**config.mk**
```make
export PLATFORM = sky130hd
export DESIGN_NAME = pipe_stage_buf
export DESIGN_NICKNAME = d
export VERILOG_FILES = /design/src/rtl/pipe_stage_buf.sv
export SDC_FILE = /design/constraint.sdc
export NUM_CORES = 1
export LEC_CHECK = 0
export ABC_AREA = 1
export CORE_MARGIN = 4
export CORE_UTILIZATION = 47
export DETAILED_ROUTE_END_ITERATION = 10
export PLACE_DENSITY = 0.74
export SLEW_MARGIN = 5
export SYNTH_ARGS = -nofsm -noshare
export SYNTH_HDL_FRONTEND = slang
export SYNTH_SLANG_ARGS = --single-unit
```
**constraint.sdc**
```tcl
create_clock -name clk -period 1.5 [get_ports clk]
set_input_delay 0.3 -clock clk [delete_from_list [all_inputs] [get_ports clk]]
set_output_delay 0.3 -clock clk [all_outputs]
set_load 0.03 [all_outputs]
```
**src/rtl/pipe_stage_buf.sv**
```systemverilog
// Inter-stage pipeline buffer: valid/ready handshake, optional skid slot, stall and flush.
// Define STAGE_BUF_PERF_EN to add the stall/flush/bubble performance counters.
module pipe_stage_buf #(
  parameter int unsigned DATA_W = 35,
  parameter int unsigned CTRL_W = 3,
  parameter int unsigned SKID   = 1
`ifdef STAGE_BUF_PERF_EN
  ,
  parameter int unsigned CNT_W  = 16
`endif
) (
  input  logic              clk,
  input  logic              reset,
  input  logic              flush,
  input  logic              stall,
  input  logic              in_valid,
  output logic              in_ready,
  input  logic [CTRL_W-1:0] in_ctrl,
  input  logic [DATA_W-1:0] in_data,
  output logic              out_valid,
  input  logic              out_ready,
  output logic [CTRL_W-1:0] out_ctrl,
  output logic [DATA_W-1:0] out_data,
  output logic [1:0]        occupancy
`ifdef STAGE_BUF_PERF_EN
  ,
  output logic [CNT_W-1:0]  stall_cnt,
  output logic [CNT_W-1:0]  flush_cnt,
  output logic [CNT_W-1:0]  bubble_cnt
`endif
);

  localparam bit HasSkid = (SKID != 0);

  // Head entry (drives the outputs) and skid entry.
  logic              m_valid_q, m_valid_d;
  logic [CTRL_W-1:0] m_ctrl_q, m_ctrl_d;
  logic [DATA_W-1:0] m_data_q, m_data_d;
  logic              s_valid_q, s_valid_d;
  logic [CTRL_W-1:0] s_ctrl_q, s_ctrl_d;
  logic [DATA_W-1:0] s_data_q, s_data_d;

  logic in_fire;
  logic out_fire;
  logic space_ok;

  // With a skid slot, in_ready sees only registered state plus stall/flush.
  always_comb begin
    if (HasSkid) begin
      space_ok = ~s_valid_q;
    end else begin
      space_ok = ~m_valid_q | out_ready;
    end
    in_ready = reset & ~flush & ~stall & space_ok;
    in_fire  = in_valid & in_ready;
    out_fire = m_valid_q & out_ready & ~stall;
  end

  always_comb begin
    m_valid_d = m_valid_q;
    m_ctrl_d  = m_ctrl_q;
    m_data_d  = m_data_q;
    s_valid_d = s_valid_q;
    s_ctrl_d  = s_ctrl_q;
    s_data_d  = s_data_q;
    if (flush) begin
      m_valid_d = 1'b0;
      m_ctrl_d  = '0;
      m_data_d  = '0;
      s_valid_d = 1'b0;
      s_ctrl_d  = '0;
      s_data_d  = '0;
    end else if (!stall) begin
      if (!m_valid_q) begin
        if (in_fire) begin
          m_valid_d = 1'b1;
          m_ctrl_d  = in_ctrl;
          m_data_d  = in_data;
        end
      end else if (out_fire) begin
        if (s_valid_q) begin
          // Skid entry is older than anything upstream, so it moves up first.
          m_valid_d = 1'b1;
          m_ctrl_d  = s_ctrl_q;
          m_data_d  = s_data_q;
          if (in_fire) begin
            s_ctrl_d = in_ctrl;
            s_data_d = in_data;
          end else begin
            s_valid_d = 1'b0;
          end
        end else if (in_fire) begin
          m_ctrl_d = in_ctrl;
          m_data_d = in_data;
        end else begin
          m_valid_d = 1'b0;
        end
      end else if (in_fire && HasSkid) begin
        s_valid_d = 1'b1;
        s_ctrl_d  = in_ctrl;
        s_data_d  = in_data;
      end
    end
  end

  always_ff @(negedge clk or negedge reset) begin
    if (!reset) begin
      m_valid_q <= 1'b0;
      m_ctrl_q  <= '0;
      m_data_q  <= '0;
      s_valid_q <= 1'b0;
      s_ctrl_q  <= '0;
      s_data_q  <= '0;
    end else begin
      m_valid_q <= m_valid_d;
      m_ctrl_q  <= m_ctrl_d;
      m_data_q  <= m_data_d;
      s_valid_q <= s_valid_d;
      s_ctrl_q  <= s_ctrl_d;
      s_data_q  <= s_data_d;
    end
  end

  always_comb begin
    out_valid = m_valid_q;
    out_ctrl  = m_ctrl_q & {CTRL_W{m_valid_q}};
    out_data  = m_data_q;
    occupancy = 2'(m_valid_q) + 2'(s_valid_q);
  end

`ifdef STAGE_BUF_PERF_EN
  logic [CNT_W-1:0] stall_cnt_q, stall_cnt_d;
  logic [CNT_W-1:0] flush_cnt_q, flush_cnt_d;
  logic [CNT_W-1:0] bubble_cnt_q, bubble_cnt_d;

  // Saturating counters; they only clear on reset.
  always_comb begin
    stall_cnt_d  = stall_cnt_q;
    flush_cnt_d  = flush_cnt_q;
    bubble_cnt_d = bubble_cnt_q;
    if (stall && (in_valid || m_valid_q) && (stall_cnt_q != '1)) begin
      stall_cnt_d = stall_cnt_q + CNT_W'(1);
    end
    if (flush && (m_valid_q || s_valid_q) && (flush_cnt_q != '1)) begin
      flush_cnt_d = flush_cnt_q + CNT_W'(1);
    end
    if (!m_valid_q && (bubble_cnt_q != '1)) begin
      bubble_cnt_d = bubble_cnt_q + CNT_W'(1);
    end
  end

  always_ff @(negedge clk or negedge reset) begin
    if (!reset) begin
      stall_cnt_q  <= '0;
      flush_cnt_q  <= '0;
      bubble_cnt_q <= '0;
    end else begin
      stall_cnt_q  <= stall_cnt_d;
      flush_cnt_q  <= flush_cnt_d;
      bubble_cnt_q <= bubble_cnt_d;
    end
  end

  assign stall_cnt  = stall_cnt_q;
  assign flush_cnt  = flush_cnt_q;
  assign bubble_cnt = bubble_cnt_q;
`endif

endmodule

```
Yosys cells after proc, flatten, opt, wreduce, memory -nomap -nowiden
Cells that the tools add are included.
{"block": "totals", "register_bits": 78, "latchBits": 0, "ram_bits": 0, "romBits": 0, "input_bits": 44, "elab_cells": 61, "n_memories": 0}
{"block": "op_classes", "add_sub_neg": 1, "n_mul": 0, "n_div": 0, "order_cmp": 0, "eq_ne": 3, "shift": 0, "mux": 36, "bitwise": 10, "reduce_logical": 5}
{"op": "$mux 35", "count": 12}
{"op": "$mux 3", "count": 12}
{"op": "$mux 1", "count": 12}
{"op": "$and 1x1->1", "count": 6}
{"op": "$reduce_and 3->1", "count": 2}
{"op": "$and 3x3->3", "count": 1}
{"op": "$ne 3x2->1 const B", "count": 1}
{"op": "$ne 3x3->1 const B", "count": 1}
{"op": "$not 1->1", "count": 3}
{"op": "$reduce_bool 3->1", "count": 1}
{"op": "$add 1x1->2", "count": 1}
{"op": "$ne 2x2->1 const B", "count": 1}
{"op": "$reduce_and 2->1", "count": 1}
{"op": "$reduce_bool 2->1", "count": 1}

Longest topological paths before layout
Gate-level depths: netlist of the first run.
{"block": "logic_depth", "depth_word": 11, "ltp_mapped": 9}

==> flow_metrics.tcl, run 1 <==
set metrics [dict create \
    drive_gt1_share_pct 24.8 \
    syn2layout_area_growth_pct 47.9 \
    grt_overflow_total 0 \
    antenna_cells 0 \
    ys_seq_area_share_pct 43.6 \
    synth_mux_area_share_pct 0 \
    max_slew_margin_pct 51.4 \
    min_from "s_data_q[9]" \
    dr.pass1.iters 5 \
    power.leakage_nw 3.77 \
    r2r-end "s_data_q[16]" \
    crit_arrival_ns 1.95 \
    wl_mm 14.0 \
    fin_cells 923 \
    cts-root-buf "clkbuf_8" \
    antenna_found_initial 0 \
    ys_types 20 \
    gr-usage-all-layers_pct 24.3 \
    tritoncts "yes" \
    die_h_um 106 \
    critical_path_class "reg -> out" \
    io_pins 86 \
    portBuffers 85 \
    synth_compound_area_share_pct 0.559 \
    clock_sinks 78 \
    finClkSkew_ns 0.00867 \
    ctsHoldBuffers 0 \
    yosys_warnings 0 \
    routabilityCongestion 0.827 \
    drc 0 \
    irDropWorstVdd_mv 0.539 \
    whs_ns 0.419 \
    grt_pass1_vias 4788 \
    setup_slack_ns -0.747 \
    synth_seq_cells 78 \
    die_area_um2 11100 \
    cp-start-kind "flip-flop" \
    powerDensity_nw_per_um2 758 \
    synth-xor-area-share_pct 0 \
    min_to "s_data_q[9]" \
    r2r_slack_ns -0.31 \
    syn_area_um2 4470 \
    h-tree-depth 3 \
    final-setup-viol-count 119 \
    yosysTopAreaCellShare_pct 43.6 \
    dp_hpwl_mm 8.61 \
    drt_iter0_markers 342 \
    finalNetCount 836 \
    synth.avg_cell_area_um2 6.81 \
    die_w_um 106 \
    hold_viol_final 0 \
    yosys-top-cells-area "dfrtn_1 44%, nand2_1 20%, nand4_1 11%, nor2_1 10%, nand3_1 4.4%" \
    r2r_cells 9 \
    timing.rr.start "out_valid" \
    critPathRequiredTime_ns 1.20 \
    cp-end-kind "output port" \
    numCtsBuffers 9 \
    core_area_um2 9240 \
    outcome "finished, violations left" \
    tightest_slew_ns 0.730 \
    final_antenna_net_count 0 \
    violations "negative setup slack" \
    yosys.area_share.simple_pct 45.7 \
    clk_latency_ns 0.33 \
    rows 35 \
    routed_via_density 5.36 \
    drt-wirelength-per-cell_um 15.1 \
    synth_nets 702 \
    rsz0062_at_grt "true" \
    slew_viol_final 0 \
    grt_max_degree 79 \
    synth_top_family_by_area "simple AND/OR/NAND/NOR gates" \
    grt_first_pass_wirelength_mm 22.4 \
    synthCells 657 \
    clockBufferDepth 2 \
    cap_violations 0 \
    dr_total_vias 4951 \
    hold_depth 2 \
    yosysTopAreaCell "dfrtn_1" \
    synthAdderAreaFrac_pct 0.280 \
    clk_pin_slew_ns 0.06 \
    crit_fanout 2 \
    start_util_pct 48.4 \
    setup_tns_ns -46.98 \
    dp.cells 889 \
    hold_path_class "reg -> reg" \
]
[cell type report]
class / count / area (um^2)
Clock inverter: 4 / 72.6
Sequential cell: 78 / 1950
Timing Repair Buffer: 177 / 1840
Tap cell: 129 / 161
Inverter: 44 / 183
Multi-Input combinational cell: 481 / 2270
Clock buffer: 10 / 138
Fill cell: 747 / 2620
[cells in the final DEF, fill, tap and decap left out]
| cell | instances |
|---|---|
| a31oi_1 | 1 |
| nor2_1 | 116 |
| clkinv_2 | 1 |
| nand3_1 | 38 |
| nand2_1 | 210 |
| clkdlybuf4s50_1 | 38 |
| buf_4 | 69 |
| inv_4 | 1 |
| buf_2 | 1 |
| buf_12 | 13 |
| o21ai_4 | 1 |
| buf_6 | 50 |
| nand3_4 | 2 |
| nand4_1 | 76 |
| clkinvlp_4 | 1 |
| bufbuf_16 | 1 |
| o22ai_4 | 1 |
| o21a_1 | 1 |
| nand2_2 | 23 |
| clkbuf_8 | 10 |
| dfrtn_1 | 78 |
| nand2_4 | 6 |
| inv_1 | 39 |
| clkinv_4 | 3 |
| bufinv_16 | 2 |
| clkbuf_2 | 1 |
| nor4_4 | 1 |
| inv_2 | 1 |
| nor2_4 | 4 |
| ha_2 | 1 |
| buf_8 | 2 |
| clkbuf_16 | 2 |
[cells in the mapped netlist]
cell      number
o22ai_1        1
nand3_1       39
nand2_1      238
a31oi_1        1
buf_6          3
buf_1          2
nand4_1       76
dfrtn_1       78
nor4_1         1
nor2_1       119
buf_4          4
nor2_4         1
ha_1           1
o21ai_1        1
nand3_2        1
nand2_2        1
buf_2         27
o21a_1         1
inv_1         44
clkbuf_1      18
[kinds of logic after synthesis]
logic type	Yosys count
and+or+nand+nor	476
adders and majority gates	1
DFF	78
buffers and inverters	98
AOI/OAI and AO/OA	4
[worst max-delay path, stage by stage, from the launching register on]
cell and delay [ns]:
dfrtn_1 0.43, ha_2 0.29, buf_6 0.14
[worst max path at each step]
stage | start | end | slack (ns)
after floorplan | flush | s_data_q[11] | -0.56
after global placement | stall | out_data[21] | -1.05
after detailed placement | stall | s_data_q[12] | -1.15
after CTS | s_valid_q | in_ready | -0.75
after global routing | s_valid_q | in_ready | -0.80
final | out_valid | occupancy[0] | -0.75
[routing by layer]
layer | share of wire, % | vias to the layer above | GRT usage [%]
met3 | 7.0 | 50 | 4.35
li1 | - | 2360 | -
met4 | 2.6 | 0 | 8.33
met1 | 41 | 2312 | 30.8
met5 | 0 | - | 0
met2 | 50 | 229 | 41.9
[state kept, by name, summed over array words and instances, names as in the netlist]
register / count
out_data: 35
s_data_q: 35
m_ctrl_q: 3
s_ctrl_q: 3
out_valid: 1
s_valid_q: 1
[what timing repair did]
| action | CTS | global route |
|---|---|---|
| cloned | 2 | 1 |
| endpoints found under the setup margin | 198 | 120 |
| gates resized for setup | 53 | 63 |
| setup buffers | 1 | 16 |
| pin swaps | 3 | 5 |
[where the power goes]
group	internal, mW	total (mW)	switching [mW]	leakage (nW)
registers	2.26	2.35	0.0910	1.05
logic	0.397	0.915	0.518	2.61
clock network	0.963	1.75	0.787	0.104
[metrics by stage]
step                      total power, mW  instance area, um^2  setup WS (ns)  utilization, %
after floorplan                      2.78                 4570         -0.560               -
after global placement               3.14                 5840          -1.05            63.2
after detailed placement             3.17                 5840          -1.15            63.2
after CTS                            4.95                 6320         -0.754            68.4
after global routing                 5.22                 6620         -0.801            71.6
final                                5.01                 6620         -0.747            71.6
(Power assumes the default switching activity.)
==> inputs of run 2 (changes only) <==
--- a/config.mk
+++ b/config.mk
@@ -7,9 +7,9 @@
 export LEC_CHECK = 0
 export ABC_AREA = 1
 export CORE_MARGIN = 4
-export CORE_UTILIZATION = 47
+export CORE_UTILIZATION = 53
 export DETAILED_ROUTE_END_ITERATION = 10
-export PLACE_DENSITY = 0.74
+export PLACE_DENSITY = 0.79
 export SLEW_MARGIN = 5
 export SYNTH_ARGS = -nofsm -noshare
 export SYNTH_HDL_FRONTEND = slang
==> constraint.sdc (replaced) <==
create_clock -name clk -period 2.07 [get_ports clk]
set_input_delay 0.414 -clock clk [delete_from_list [all_inputs] [get_ports clk]]
set_output_delay 0.414 -clock clk [all_outputs]
set_load 0.03 [all_outputs]
==> run 2 against run 1 <==
  * The run still ends with negative setup slack left
  * Register-to-register slack better by 0.43 ns
  * Sequential power down 26%
  * Largest power group unchanged
  * Setup slack better by 0.12 ns
  * Largest cell class unchanged
  * Sequential share of layout area down 3.1 points
  * Global-route usage up 2.7 points
  * Power down 25%
  * Critical path depth unchanged
  * Routed wire length up 48%
  * Combinational power down 5.6%
  * Design area up 12%
  * Worst hold slack better by 0.029 ns
==> flow_metrics.tcl, run 2 (synthesis gave the netlist of run 1 again) <==
set metrics [dict create \
    drc 0 \
    total_power_mw 3.76 \
    start_util_pct 54.4 \
    ctsHoldBuffers 0 \
    critical_path.slowest_cell "dfrtn_1" \
    critical_path_class "reg -> out" \
    routed_via_density 6.51 \
    cap_violations 0 \
    grt_overflow_total 0 \
    h-tree-depth 3 \
    portBuffers 85 \
    finalNetCount 835 \
    irDropWorstVdd_mv 0.350 \
    clk_pin_slew_ns 0.06 \
    slew_viol_final 0 \
    dr.pass1.iters 6 \
    cp-end-kind "output port" \
    antenna_found_initial 0 \
    routabilityCongestion 0.810 \
    place_ws_ns -0.925 \
    layout_commonest_cell "nand2_1" \
    crit_arrival_ns 2.29 \
    core_area_um2 8220 \
    r2r_cells 10 \
    critPathRequiredTime_ns 1.66 \
    cp-start-kind "flip-flop" \
    crit_buf_inv 1 \
    grt_pass1_vias 4699 \
    drt_iter0_markers 701 \
    finClkSkew_ns 0.0108 \
    numCtsBuffers 9 \
    io_pins 86 \
    power.leakage_nw 4.24 \
    die_area_um2 9970 \
    clock_sinks 78 \
    powerDensity_nw_per_um2 509 \
    grt_max_degree 59 \
    dp_hpwl_mm 8.14 \
    setup_slack_ns -0.629 \
    crit_chain "ha_1 > buf_6" \
    outcome "finished, violations left" \
    final_antenna_net_count 0 \
    tritoncts "yes" \
    violations "negative setup slack" \
    crit_fanout 2 \
    final-setup-viol-count 119 \
    max_stage_delay_ns 0.47 \
    hold_viol_final 0 \
    drive_gt1_share_pct 39.5 \
    rsz0062_at_grt "true" \
    clk_latency_ns 0.34 \
    cts-root-buf "clkbuf_8" \
    hold_path_class "reg -> reg" \
    die_w_um 99.9 \
    path_depth 2 \
    drt-wirelength-per-cell_um 23.0 \
    final_cell_mix "130 x nand2_1, 116 x nor2_1, 78 x dfrtn_1" \
    dr_total_vias 5844 \
    hold_depth 2 \
    wl_mm 20.6 \
    gr-usage-all-layers_pct 27.0 \
    antenna_cells 0 \
    cp_top_family "flip-flops" \
    clockBufferDepth 2 \
    tightest_slew_ns 0.513 \
    syn2layout_area_growth_pct 65.1 \
    max_slew_margin_pct 65.8 \
    rows 33 \
    die_h_um 99.9 \
    grt_first_pass_wirelength_mm 22.1 \
    setup_tns_ns -34.62 \
]
==> run 2: layer usage <==
metal | share of wire, % | global-route usage [%] | wire, um | vias to the layer above
met4 | 9.4 | 12.8 | 1930 | 0
li1 | - | - | - | 2366
met3 | 12 | 4.38 | 2420 | 205
met1 | 32 | 34.7 | 6690 | 2707
met2 | 47 | 44.6 | 9600 | 566
met5 | 0 | 0 | 0 | -
==> run 2: report_power, final <==
part	internal (mW)	switching [mW]
sequential	1.64	0.113
combinational	0.369	0.496
clock	0.539	0.608
total	2.54	1.22
==> run 2: timing repair <==
action	CTS	global route
pin swaps	5	60
hold endpoints to repair	0	0
buffers inserted	1	30
gates resized for setup	61	244
endpoints found under the setup margin	120	119
gates cloned	2	13
==> run 2: path summary, 6_finish.rpt <==
check / slack [ns] / from / to
hold / removal: 0.45 / s_data_q[34] / s_data_q[34]
setup / recovery: -0.63 / s_valid_q / occupancy[0]
hold reg to reg: 0.45 / s_data_q[34] / s_data_q[34]
setup reg to reg: 0.12 / s_valid_q / s_data_q[25]
min in group asynchronous: 1.08 / reset / out_data[31]
max in group asynchronous: 0.21 / reset / out_data[29]
==> run 2: area by class of cell <==
type                       instances  area (um^2)
clock buffer                       9          124
clock inverter                     5         52.6
fill                             334          833
inverter                          44          189
multi-input combinational        481         2940
sequential                        78         1950
tap                              105          131
timing repair buffer             176         1990
==> run 2: worst register-to-register path, stage by stage, from the launching register on <==
cell       delay (ns)
dfrtn_1          0.47
buf_6            0.13
buf_4            0.14
nor2_4           0.05
buf_4            0.14
buf_6            0.13
nand2_8          0.09
nand3_4          0.24
clkbuf_16        0.29
nand2_2          0.07
nand2_1          0.07
==> run 2: through the flow <==
stage | hold slack [ns] | utilization, % | cells | cell area [um^2]
after floorplan | 0.403 | - | 657 | 4570
after global routing | 0.461 | 89.9 | 898 | 7380
after global placement | 0.415 | 67.8 | 839 | 5570
after detailed placement | 0.420 | 67.8 | 839 | 5570
final | 0.448 | 89.9 | 898 | 7380
after CTS | 0.422 | 73.4 | 856 | 6030
==> inputs of run 3 (changes only) <==
--- a/config.mk
+++ b/config.mk
@@ -6,11 +6,12 @@
 export NUM_CORES = 1
 export LEC_CHECK = 0
 export ABC_AREA = 1
+export ABC_CLOCK_PERIOD_IN_PS = 2070
 export CORE_MARGIN = 4
 export CORE_UTILIZATION = 53
 export DETAILED_ROUTE_END_ITERATION = 10
 export PLACE_DENSITY = 0.79
-export SLEW_MARGIN = 5
+export SLEW_MARGIN = 15
 export SYNTH_ARGS = -nofsm -noshare
 export SYNTH_HDL_FRONTEND = slang
 export SYNTH_SLANG_ARGS = --single-unit
==> results of run 3 <==
Same layout as run 2: the final DEF is identical, and so are final timing and power.
==> edit 1 (settings of run 3) <==
Add a define of `STAGE_BUF_PERF_EN`.
--- a/src/rtl/pipe_stage_buf.sv
+++ b/src/rtl/pipe_stage_buf.sv
@@ -1,5 +1,7 @@
 // Inter-stage pipeline buffer: valid/ready handshake, optional skid slot, stall and flush.
 // Define STAGE_BUF_PERF_EN to add the stall/flush/bubble performance counters.
+`define STAGE_BUF_PERF_EN
+
 module pipe_stage_buf #(
   parameter int unsigned DATA_W = 35,
   parameter int unsigned CTRL_W = 3,
Behaviour (old outputs only; new: bubble_cnt, flush_cnt and stall_cnt): unchanged (equiv_simple and equiv_induct, registers matched by name and starting in step).
==> edit 1 against run 3 <==
The flow now stops in global routing. Synthesized area rose by 58%.
==> edit 1: results (changes against run 3) <==
- Outcome: aborted with a tool error
- Failed at: global routing
- Stop err: [ERROR DPL-0038] Utilization greater than 100%, impossible to legalize
- Syn Area/Cell: 7.04 um^2 (+3.5%)
- Post-synthesis cell type count: 25 (+25%)
- Dpl cell area: 9400 um^2 (+69%)
- Num CTS Buffers: 17 (+8)
- Worst ep type: output port
- Input/output buffers: 133 (+56%)
- Main synth FF type: dfrtn_1
- GR repair worst EP: occupancy[0]
- Sequential share of the synthesized area: 0.445 (+0.00902)
- Yosys reg bits: 126 (+62%)
- Async SR Flop Fraction: 1.00 (unchanged)
- Hpwl dp: 13.5 mm (+66%)
- CTS H-tree depth: 4 (+1)
- RD Place Congestion: 0.888 (+9.6%)
- Synth cell count leaders: nand2_1 (470), dfrtn_1 (126), nor2_1 (91)
- Root buffer selected by CTS: clkbuf_16
- Post-placement cell count: 1392 (+66%)
- Net Count, Synth: 1054 (+50%)
- Site row count: 41 (+24%)
- Clock tree buffer depth: 2 (unchanged)
- YS warnings: 0 (unchanged)
- Largest net degree at the start of global routing: about 80
- Synth area leaders: dfrtn_1 (45%), nand2_1 (25%), nor2_1 (4.8%), nand3_1 (4.3%), nor3_1 (2.7%)
[edit 1: cell count changes after synthesis, sizes merged, moves of 5 or more]
cell,change
nand3,+24
o21ai,+61
nor2,-21
nand4,-57
xnor2,+18
buf,-5
nand2,+236
dfrtn,+48
nor3,+38
[edit 1: cell families after synthesis]
family,count (synthesis),share of synthesized area
flip-flops,126,0.445
AO/OA/AOI/OAI,65,0.0550
buffers and inverters,94,0.0661
AND/OR/NAND/NOR,695,0.400
adder cells (fa/ha/maj),5,0.00884
XOR/XNOR,20,0.0247
[edit 1: per-stage QoR]
| stage | setup TNS, ps | utilization | setup slack [ps] | hold WS (ps) |
|---|---|---|---|---|
| global placement | -102740 | 0.733 | -966 | 429 |
| CTS | -55090 | 0.922 | -760 | 437 |
| floorplan | -22750 | - | -514 | 416 |
| detailed placement | -106560 | 0.733 | -1020 | 437 |
[edit 1: repair_timing]
item / in CTS
gates cloned: 18
gates resized for setup: 255
endpoints found under the setup margin: 200
pin swaps: 46
setup buffers: 59
==> edit 2 (settings of run 3) <==
Without the edit above. `DATA_W`: 35 -> 27.
--- a/src/rtl/pipe_stage_buf.sv
+++ b/src/rtl/pipe_stage_buf.sv
@@ -1,7 +1,7 @@
 // Inter-stage pipeline buffer: valid/ready handshake, optional skid slot, stall and flush.
 // Define STAGE_BUF_PERF_EN to add the stall/flush/bubble performance counters.
 module pipe_stage_buf #(
-  parameter int unsigned DATA_W = 35,
+  parameter int unsigned DATA_W = 27,
   parameter int unsigned CTRL_W = 3,
   parameter int unsigned SKID   = 1
 `ifdef STAGE_BUF_PERF_EN
Ports: changed (resized in_data and out_data); port bits go from 86 to 70. The function was not compared with the original's and may differ.
==> edit 2 against run 3 <==
The flow now stops in global routing. Synthesized area is 21% lower. Synthesized cell count shrank 20%.
==> edit 2: results (changes against run 3) <==
- Outcome: aborted with a tool error
- Failed at: global routing
- Stop err: [ERROR DPL-0038] Utilization greater than 100%, impossible to legalize
- Input/output buffers: 69 (-19%)
- Mux share of post-synthesis cell area: 0 (unchanged)
- Area share of fa/ha/maj cells after synthesis: 0.00355 (+0.000749)
- Yosys reg bits: 62 (-21%)
- RD Place Congestion: 0.796 (-1.6%)
- Post-synthesis compound-gate area fraction: 0.00709 (+0.00150)
- GR repair worst EP: occupancy[0]
- Async SR Flop Fraction: 1.00 (unchanged)
- Worst ep type: output port
- YS warnings: 0 (unchanged)
- Post-Synth XOR/XNOR Area: 0 (unchanged)
- Largest net degree at the start of global routing: 63
- Net Count, Synth: 561 (-20%)
- Root buffer selected by CTS: clkbuf_8
- Synth area leaders: dfrtn_1 (44%), nand2_1 (20%), nand4_1 (11%), nor2_1 (10%), nand3_1 (4.4%)
- Synth cell count leaders: nand2_1 (191), nor2_1 (95), dfrtn_1 (62)
- Pre-CTS setup slack: -908 ps (+17.2 ps)
- Sequential share of the synthesized area: 0.440 (+0.00335)
- Clock tree buffer depth: 2 (unchanged)
- Num CTS Buffers: 9 (unchanged)
- CTS H-tree depth: 3 (unchanged)
- Post-synthesis cell type count: 17 (-15%)
- Hpwl dp: 6.35 mm (-22%)
edit 2: through the flow:
stage / instances / hold WS [ps] / cell area [um^2] / util
2_1_floorplan: 524 / 403 / 3620 / -
3_3_place_gp: 668 / 415 / 4420 / 0.689
3_5_place_dp: 668 / 420 / 4420 / 0.689
4_1_cts: 737 / 421 / 5870 / 0.914
edit 2: kinds of logic after synthesis:
group / count (synthesis)
DFF: 62
and+or+nand+nor: 380
buffers and inverters: 77
AOI/OAI and AO/OA: 4
adders and majority gates: 1
edit 2: what timing repair did:
item                       in CTS
setup endpoints to repair      96
pin swaps                      47
setup buffers                  40
resized for setup             185
cloned                         15
